## config.mk

```make
export PLATFORM = sky130hd
export DESIGN_NAME = gmii_frame_tx
export DESIGN_NICKNAME = d
export VERILOG_FILES = /design/src/rtl/gmii_frame_tx.sv
export SDC_FILE = /design/constraint.sdc
export NUM_CORES = 1
export LEC_CHECK = 0
export BUFFER_PORTS_ARGS = -buffer_cell sky130_fd_sc_hd__clkbuf_2
export CELL_PAD_IN_SITES_DETAIL_PLACEMENT = 1
export CELL_PAD_IN_SITES_GLOBAL_PLACEMENT = 2
export CORE_UTILIZATION = 35
export CTS_CLUSTER_DIAMETER = 30
export CTS_CLUSTER_SIZE = 8
export DETAILED_ROUTE_END_ITERATION = 7
export PLACE_DENSITY_LB_ADDON = 0.1
export SYNTH_ARGS = -nofsm -noshare
export SYNTH_HDL_FRONTEND = slang
export SYNTH_SLANG_ARGS = --single-unit
```

## constraint.sdc

```tcl
create_clock -name clk -period 4.3 [get_ports clk]
set_input_delay 0.215 -clock clk [delete_from_list [all_inputs] [get_ports clk]]
set_output_delay 0.215 -clock clk [all_outputs]
set_load 0.05 [all_outputs]
```

## src/rtl/gmii_frame_tx.sv

```systemverilog
// gmii_frame_tx -- GMII transmit framer.
//
// Takes a byte stream (destination MAC first) and sends it as a complete
// Ethernet frame. Each frame gets a preamble and SFD in front. Frames shorter
// than MINLEN are padded with zeros. A CRC-32 FCS is appended, and the
// inter-frame gap is enforced before the next frame may start.
//
// Ports:
//   clk, rst      GMII tx clock; asynchronous active-high reset
//   s_data[7:0]   payload byte
//   s_valid       s_data valid
//   s_last        final payload byte of the frame
//   s_ready       byte accepted when s_valid & s_ready
//   txd[7:0]      GMII transmit data (registered)
//   tx_en, tx_er  GMII enable / error (registered)
//   busy          high from frame start until the gap ends (registered)
//
// Handshake: a beat transfers on a rising edge where s_valid and s_ready are
// both high. s_ready is a function of state only and never looks at s_valid.
// Once the SFD is on the wire, the source must present a byte every cycle
// until s_last. A missing beat is an underrun: the frame is poisoned with
// tx_er, and the remainder of the stream is drained without being sent.
//
// Output timing: every output register is loaded with the value for the
// next cycle. That value is decided from the current state and inputs. A
// byte accepted in one cycle is therefore on txd in the following cycle.

module gmii_frame_tx #(
  parameter int IFG    = 12,
  parameter int MINLEN = 60,
  parameter int NPRE   = 7
) (
  input  logic       clk,
  input  logic       rst,
  input  logic [7:0] s_data,
  input  logic       s_valid,
  input  logic       s_last,
  output logic       s_ready,
  output logic [7:0] txd,
  output logic       tx_en,
  output logic       tx_er,
  output logic       busy
);

  typedef enum logic [2:0] {
    S_IDLE, S_PRE, S_SFD, S_DATA, S_PAD, S_FCS, S_DROP, S_GAP
  } state_t;

  localparam logic [15:0] PRE_LAST = 16'(NPRE - 1);
  localparam logic [15:0] GAP_LAST = 16'(IFG - 1);
  localparam logic [16:0] MIN17    = 17'(MINLEN);

  state_t      state, state_nx;
  logic [15:0] cnt, cnt_nx;   // payload+pad bytes sent, saturating
  logic [31:0] crc, crc_nx;   // running reflected CRC-32
  logic [15:0] tmr, tmr_nx;   // shared cycle index for PRE, FCS and GAP
  logic [7:0]  txd_nx;
  logic        tx_en_nx, tx_er_nx;
  logic [31:0] fcs;
  logic [16:0] cnt_inc;

  // Reflected CRC-32 (poly 0xEDB88320), one byte, LSB first.
  function automatic logic [31:0] crc_byte(input logic [31:0] c, input logic [7:0] d);
    logic [31:0] r;
    r = c;
    for (int i = 0; i < 8; i++) begin
      if (r[0] ^ d[i]) r = (r >> 1) ^ 32'hEDB88320;
      else             r = r >> 1;
    end
    return r;
  endfunction

  assign fcs     = ~crc;
  assign cnt_inc = {1'b0, cnt} + 17'd1;
  assign s_ready = (state == S_SFD) || (state == S_DATA) || (state == S_DROP);

  always_comb begin
    state_nx = state;
    cnt_nx   = cnt;
    crc_nx   = crc;
    tmr_nx   = tmr;
    txd_nx   = 8'h00;
    tx_en_nx = 1'b0;
    tx_er_nx = 1'b0;
    case (state)
      S_IDLE: begin
        if (s_valid) begin
          state_nx = S_PRE;
          tmr_nx   = '0;
          txd_nx   = 8'h55;
          tx_en_nx = 1'b1;
        end
      end
      S_PRE: begin
        tx_en_nx = 1'b1;
        if (tmr == PRE_LAST) begin
          // SFD goes out next; start the CRC and count fresh for the payload.
          txd_nx   = 8'hD5;
          state_nx = S_SFD;
          crc_nx   = 32'hFFFFFFFF;
          cnt_nx   = '0;
        end else begin
          txd_nx = 8'h55;
          tmr_nx = tmr + 16'd1;
        end
      end
      S_SFD, S_DATA: begin
        tx_en_nx = 1'b1;
        if (s_valid) begin
          txd_nx = s_data;
          crc_nx = crc_byte(crc, s_data);
          cnt_nx = (cnt == 16'hFFFF) ? cnt : cnt + 16'd1;
          if (s_last) begin
            tmr_nx   = '0;
            state_nx = (cnt_inc < MIN17) ? S_PAD : S_FCS;
          end else begin
            state_nx = S_DATA;
          end
        end else begin
          // Underrun: one errored cycle, then drain the source quietly.
          tx_er_nx = 1'b1;
          state_nx = S_DROP;
        end
      end
      S_PAD: begin
        tx_en_nx = 1'b1;
        crc_nx   = crc_byte(crc, 8'h00);
        cnt_nx   = cnt + 16'd1;
        if (cnt_inc >= MIN17) begin
          state_nx = S_FCS;
          tmr_nx   = '0;
        end
      end
      S_FCS: begin
        tx_en_nx = 1'b1;
        case (tmr[1:0])
          2'd0:    txd_nx = fcs[7:0];
          2'd1:    txd_nx = fcs[15:8];
          2'd2:    txd_nx = fcs[23:16];
          default: txd_nx = fcs[31:24];
        endcase
        if (tmr[1:0] == 2'd3) begin
          state_nx = S_GAP;
          tmr_nx   = '0;
        end else begin
          tmr_nx = tmr + 16'd1;
        end
      end
      S_DROP: begin
        if (s_valid && s_last) begin
          state_nx = S_GAP;
          tmr_nx   = '0;
        end
      end
      S_GAP: begin
        if (tmr == GAP_LAST) state_nx = S_IDLE;
        else                 tmr_nx   = tmr + 16'd1;
      end
      default: state_nx = S_IDLE;
    endcase
  end

  always_ff @(posedge clk or posedge rst) begin
    if (rst) begin
      state <= S_IDLE;
      cnt   <= '0;
      crc   <= 32'hFFFFFFFF;
      tmr   <= '0;
      txd   <= 8'h00;
      tx_en <= 1'b0;
      tx_er <= 1'b0;
      busy  <= 1'b0;
    end else begin
      state <= state_nx;
      cnt   <= cnt_nx;
      crc   <= crc_nx;
      tmr   <= tmr_nx;
      txd   <= txd_nx;
      tx_en <= tx_en_nx;
      tx_er <= tx_er_nx;
      busy  <= (state_nx != S_IDLE);
    end
  end

endmodule

```

==> out/metrics.cfg, run 1 <==
[clock_tree]
clock_sinks = 78
cts.repair_timing.setup_buffer_count = 0
path_clk_slew_ps = 70
cts_tree = built
clock_path_buffers = 2
cts_buffers = 9
root_buffer = clkbuf_16
htree_levels = 3
clock_latency_ps = 360

[worst_setup_path]
critPathSlowestCell = dfrtp_1
r2r_setup_slack_ps = 1140
endpoint_kind = flop
path_max_fanout = 22
crit_path_max_incr_delay_ps = 770
path_buf_inv = 0
cp_cell_sequence = nand2b_1 > nor2_1 > a211oi_4 > nand2_4 > or2_1 > o41ai_1
cp_data_arrival_time_ps = 3410
required_ps = 4550
worstSetupPathDepth = 6
reg2regPathDepth = 6
start_kind = flop
crit_type = reg2reg
cp_top_family = simple AND/OR/NAND/NOR gates

[synthesis]
yosysSeqAreaShare = 0.3366
yosysTopAreaCell = dfrtp_1
ys_top_cells_by_area = dfrtp_1 (19%), dfstp_2 (14%), xnor2_1 (11%)
synthFlopType = dfrtp_1
yosysWarnings = 0
syn_nets = 696
synth_common_cells = nor2_1 (81), xnor2_1 (76), nand2_1 (53)
synth.distinct_cells = 73
netlist_instances = 677
avgSynthCellArea_sq_um = 8.742
synth_top_area_frac = 0.1945
synth.most_common_cell = nor2_1
synth_edf_count = 0
synth_area_sq_um = 5918
ys_seq_elements = 78
postSynth.asyncResetShare = 1.000

[placement]
post_dp_cell_area_sq_um = 6155
port_buffers = 23
place_congestion = 0.8140
dp_hpwl_mm = 12.87

[drt]
ant_nets = 0
drt_first_iter_violations = 280
drc = 0
wl_per_cell_microns = 20.58
vias = 5015
routed_wl_mm = 18.49
via_per_inst = 5.585
dr.pass1.iters = 5

[global_routing]
grt_max_degree = 44
grt.total_usage = 0.2257
grt-ovfl-total = 0
antenna_found_initial = 0
first_global_vias = 5194
grt_pass1_wl_mm = 30.30

[floorplan]
design.core.area_sq_um = 16520
rows = 47
fp.dieW_microns = 132.0
pin_count = 24
initial_utilization = 0.3581
die_area_sq_um = 17430
die_y_microns = 132.0

[layout]
nNetsFinal = 692
antenna_cells = 0
design_area_sq_um = 6464
drive_gt1_frac = 0.1475
area.growth.synth_to_final_pct = 9.218

[timing]
min_period_ps = 3163
hold_viol = 0
fin_skew_ps = 13.29
fin_tns_setup_ps = 0
final.period_utilization = 0.7356
relSlewSlack = 0.4417
tightestPinTransition_ps = 829.8
grt_setup_unrepaired = false
slew_violations = 0
max_freq_mhz = 316.2
setup-violations-final = 0

[hold_path]
min_path_type = in2reg
whs_path_depth = 3

[run]
max-cap-violations = 0

[outcome]
status = complete, no violations

## layout make-up
class	count	area (sq um)
multi-input combinational	540	3666
clock inverter	5	56.30
clock buffer	11	242.7
sequential	78	1992
tap	220	275.3
fill	1940	10060
timing repair buffer	32	185.2
inverter	12	46.29
## per-stage QoR
| stage | std cells | util | setup WS (ps) | hold slack (ps) |
|---|---|---|---|---|
| 3_3_place_gp | 881 | 0.3725 | 1348 | 367.4 |
| 4_1_cts | 898 | 0.3912 | 1130 | 126.7 |
| 2_1_floorplan | 677 | - | 1919 | 331.8 |
| 3_5_place_dp | 881 | 0.3725 | 1148 | 380.6 |
| 5_1_grt | 898 | 0.3912 | 858.0 | 147.9 |
| 6_report | 898 | 0.3912 | 1137 | 129.7 |
## cells in the final DEF (no fill, tap or decap), types with 8 or more instances in the layout
master / count
o21ai_1: 10
a41oi_1: 8
buf_4: 8
clkbuf_16: 9
dfrtp_1: 46
xor2_1: 40
nor2_1: 81
nand2_1: 53
nand2b_1: 16
xnor2_1: 76
nand4_1: 8
o31ai_1: 8
nand3_1: 14
dfstp_2: 32
inv_1: 11
a31oi_1: 14
o21ai_0: 43
a221oi_1: 10
clkbuf_2: 23
a21oi_1: 44
o221ai_1: 12
## logic make-up (layout without fill, tap and decap cells)
logic type / count (synthesis) / in the layout / synth area share
fa+ha+maj: 7 / 7 / 0.01480
xor+xnor: 127 / 127 / 0.2127
mux: 5 / 5 / 0.009091
compound gates: 185 / 185 / 0.2034
simple gates: 216 / 216 / 0.1782
buf+inv: 59 / 60 / 0.04524
flops: 78 / 78 / 0.3366
## sequential cells by signal (all words and copies together), names as in the netlist
signal / flops
state: 3
tx_en: 1
busy: 1
crc: 32
tx_er: 1
tmr: 16
cnt: 16
txd: 8
## worst min-delay path: cells and delay by family
| family | cells | cell delay [ps] |
|---|---|---|
| buffers and inverters | 1 | 110 |
| AOI/OAI and AO/OA | 1 | 60 |
| and+or+nand+nor | 1 | 50 |
## path summary, 6_finish.rpt
path,from,endpoint
max,state[2],cnt[7]
min,s_data[5],txd[5]
max reg2reg,state[2],cnt[7]
min reg2reg,crc[28],crc[28]
max in group asynchronous,rst,tmr[2]
min in group asynchronous,rst,cnt[3]
## what timing repair did
action / 4_1_cts / 5_1_grt
gates resized for setup: 0 / 0
hold buffers: 1 / 0
endpoints found under the hold margin: 2 / 0
## per-layer routing
metal / wire [microns] / vias to the layer above / track usage
met4: 280 / 0 / 0.07171
met1: 9463 / 2546 / 0.3307
met5: 0 / - / 0
li1: - / 2389 / -
met3: 422 / 18 / 0.02730
met2: 8319 / 62 / 0.3439
Power of run 1 is not shown: default switching activity piles up to over one toggle a cycle in this logic, so the estimate is an artifact.
==> run 2: changes to the inputs <==
--- a/config.mk
+++ b/config.mk
@@ -5,10 +5,11 @@
 export SDC_FILE = /design/constraint.sdc
 export NUM_CORES = 1
 export LEC_CHECK = 0
+export ABC_AREA = 1
 export BUFFER_PORTS_ARGS = -buffer_cell sky130_fd_sc_hd__clkbuf_2
 export CELL_PAD_IN_SITES_DETAIL_PLACEMENT = 1
 export CELL_PAD_IN_SITES_GLOBAL_PLACEMENT = 2
-export CORE_UTILIZATION = 35
+export CORE_UTILIZATION = 33
 export CTS_CLUSTER_DIAMETER = 30
 export CTS_CLUSTER_SIZE = 8
 export DETAILED_ROUTE_END_ITERATION = 7
==> constraint.sdc (replaced) <==
create_clock -name clk -period 2.8 [get_ports clk]
set_input_delay 0.14 -clock clk [delete_from_list [all_inputs] [get_ports clk]]
set_output_delay 0.14 -clock clk [all_outputs]
set_load 0.05 [all_outputs]
==> run 2 against run 1 <==
Compared with the run above:
- non-clock buffer count rose by 16
- worst hold slack got worse by 89 ps
- global-route usage rose by 2.4 points
- register-to-register slack got worse by 700 ps
- sequential cell count did not move
==> out/metrics.cfg, run 2 <==
[floorplan]
initial_utilization = 0.3415  ; -0.01669
die_area_sq_um = 20180  ; +16%
design.core.area_sq_um = 18960  ; +15%
die_y_microns = 142.1  ; +7.6%
pin_count = 24  ; unchanged
fp.dieW_microns = 142.1  ; +7.6%
rows = 50  ; +6.4%

[timing]
min_period_ps = 2365  ; -797.4 ps
fin_skew_ps = 10.56  ; -2.734 ps
setup-violations-final = 0  ; unchanged
hold_viol = 0  ; unchanged
final.period_utilization = 0.8448  ; +0.1093
grt_setup_unrepaired = false
relSlewSlack = 0.4677  ; +0.02602
fin_tns_setup_ps = 0  ; unchanged
tightestPinTransition_ps = 798.4  ; -31.38 ps
slew_violations = 0  ; unchanged
max_freq_mhz = 422.7  ; +34%

[clock_tree]
clock_path_buffers = 2  ; unchanged
htree_levels = 3  ; unchanged
cts.repair_timing.setup_buffer_count = 0  ; unchanged
path_clk_slew_ps = 70  ; about the same
root_buffer = clkbuf_16
cts_tree = built
clock_sinks = 78  ; unchanged
cts_buffers = 9  ; unchanged
clock_latency_ps = 350  ; about the same

[layout]
regMostFlops = crc
final_common_cell = nand2_1
drive_gt1_frac = 0.1677  ; +0.02025
top_regs = crc (32), cnt (16), tmr (16)
fillCellCount = 2410  ; +24%
largest_reg_flops = 32  ; unchanged
nNetsFinal = 944  ; +36%
antenna_cells = 0  ; unchanged
design_area_sq_um = 7271  ; +12%
area.growth.synth_to_final_pct = 12.33
final_cell_mix = nand2_1 (193), inv_1 (106), nor2_1 (78)

[drt]
dr.pass1.iters = 6  ; +1
drc = 0  ; unchanged
routed_wl_mm = 23.55  ; +27%
wl_per_cell_microns = 19.79  ; -3.9%
drt_first_iter_violations = 355  ; +27%
ant_nets = 0  ; unchanged
via_per_inst = 5.176  ; -7.3%
vias = 6160  ; +23%

[synthesis]
ys_top_cells_by_area = dfrtp_1 (18%), dfstp_2 (13%), nand2_1 (11%)
synth_edf_count = 0  ; unchanged
avgSynthCellArea_sq_um = 7.272  ; -17%
yosysTopAreaCell = dfrtp_1
postSynth.asyncResetShare = 1.000  ; unchanged
synth_common_cells = nand2_1 (193), inv_1 (107), nor2_1 (78)
ys_seq_elements = 78  ; unchanged
netlist_instances = 890  ; +31%
yosysWarnings = 0  ; unchanged
synth.most_common_cell = nand2_1
synth.distinct_cells = 50  ; -32%
yosysSeqAreaShare = 0.3078  ; -0.02882
synthFlopType = dfrtp_1
synth_area_sq_um = 6472  ; +9.4%
synth_top_area_frac = 0.1778  ; -0.01666
syn_nets = 909  ; +31%

[placement]
dp_hpwl_mm = 17.72  ; +38%
post_dp_cell_area_sq_um = 6960  ; +13%
port_buffers = 23  ; unchanged
place_congestion = 0.8725  ; +7.2%

[worst_setup_path]
start_kind = flop
r2r-start = cnt[1]
cp-startpoint = cnt[1]
cp_data_arrival_time_ps = 2600  ; -810 ps
path_max_fanout = 12  ; -45%
crit_type = reg2reg
required_ps = 3040  ; -1510 ps
endpoint_kind = flop

[global_routing]
grt_max_degree = 41  ; -6.8%
grt.total_usage = 0.2500  ; +0.02434
antenna_found_initial = 0  ; unchanged
first_global_vias = 6483  ; +25%
grt_pass1_wl_mm = 37.72  ; +25%
grt-ovfl-total = 0  ; unchanged

[hold_path]
hold_start = s_valid
min_path_type = in2reg

[outcome]
status = complete, no violations

[run]
max-cap-violations = 0  ; unchanged

[pwr]
ir_worst_vdd_mv = 0.2829
p_per_area_nw_per_um2 = 361.8
leakagePower_uw = 0.003510

==> run 2: report_power, final <==
part	internal, uW	switching [uW]	total [uW]
combinational	82.3	172	254
sequential	1130	0	1130
clock	693	554	1250
==> run 2: through the flow <==
step | hold slack, ps | cells | power, uW | setup slack [ps] | utilization
2_1_floorplan | 206.6 | 890 | 1323 | 717.9 | -
3_3_place_gp | 295.6 | 1173 | 1397 | 467.0 | 0.3672
3_5_place_dp | 298.0 | 1173 | 1401 | 425.6 | 0.3672
4_1_cts | 32.92 | 1190 | 2663 | 396.9 | 0.3836
5_1_grt | 38.85 | 1190 | 2748 | 102.5 | 0.3836
6_report | 40.51 | 1190 | 2630 | 434.5 | 0.3836
==> run 2: kinds of logic after synthesis <==
group	count (synthesis)	share of synthesized area
DFF	78	0.3078
xor gates and xnor gates	111	0.1728
AOI/OAI and AO/OA	154	0.1431
and+or+nand+nor	397	0.2712
buffers and inverters	143	0.09163
adders and majority gates	7	0.01353
==> run 2: layout make-up <==
type                       instances  area (sq um)  share of cell area
clock inverter                     7         75.07             0.01033
inverter                         119         447.9             0.06161
multi-input combinational        669          3887              0.5347
sequential                        78          1992              0.2740
tap                              260         325.3             0.04474
clock buffer                       9         225.2             0.03098
timing repair buffer              48         317.8             0.04371
==> run 2: path summary, 6_finish.rpt <==
path | to | slack [ps] | depth (start not counted)
min in group asynchronous | busy | 450 | 3
max in group asynchronous | crc[21] | 1570 | 4
max | tmr[2] | 430 | 14
min reg2reg | tmr[3] | 500 | 2
min | tx_er | 40 | 2
max reg2reg | tmr[2] | 430 | 14
==> run 2: critical path, stage by stage, from the launching register on <==
cell	delay (ps)
dfrtp_1	420
ha_1	250
nand2_1	80
nor2_2	230
nand2_1	140
nor2_1	160
nand2_1	80
nand2_1	90
nand2_1	70
nor2_2	150
nand3_1	110
nand2_1	110
buf_4	190
nand2_1	80
o21a_1	110
==> run 2: routing by layer <==
metal,global-route usage,share of wire,up-vias
li1,-,-,2969
met1,0.3562,0.50,3072
met2,0.3953,0.45,99
met3,0.03432,0.032,20
met4,0.06452,0.018,0
met5,0,0,-
==> run 2: timing repair <==
action                    in CTS  in global routing
hold buffers                   1                  0
gates resized for setup        0                  0
hold endpoints to repair      25                  0
(Power assumes the default switching activity.)
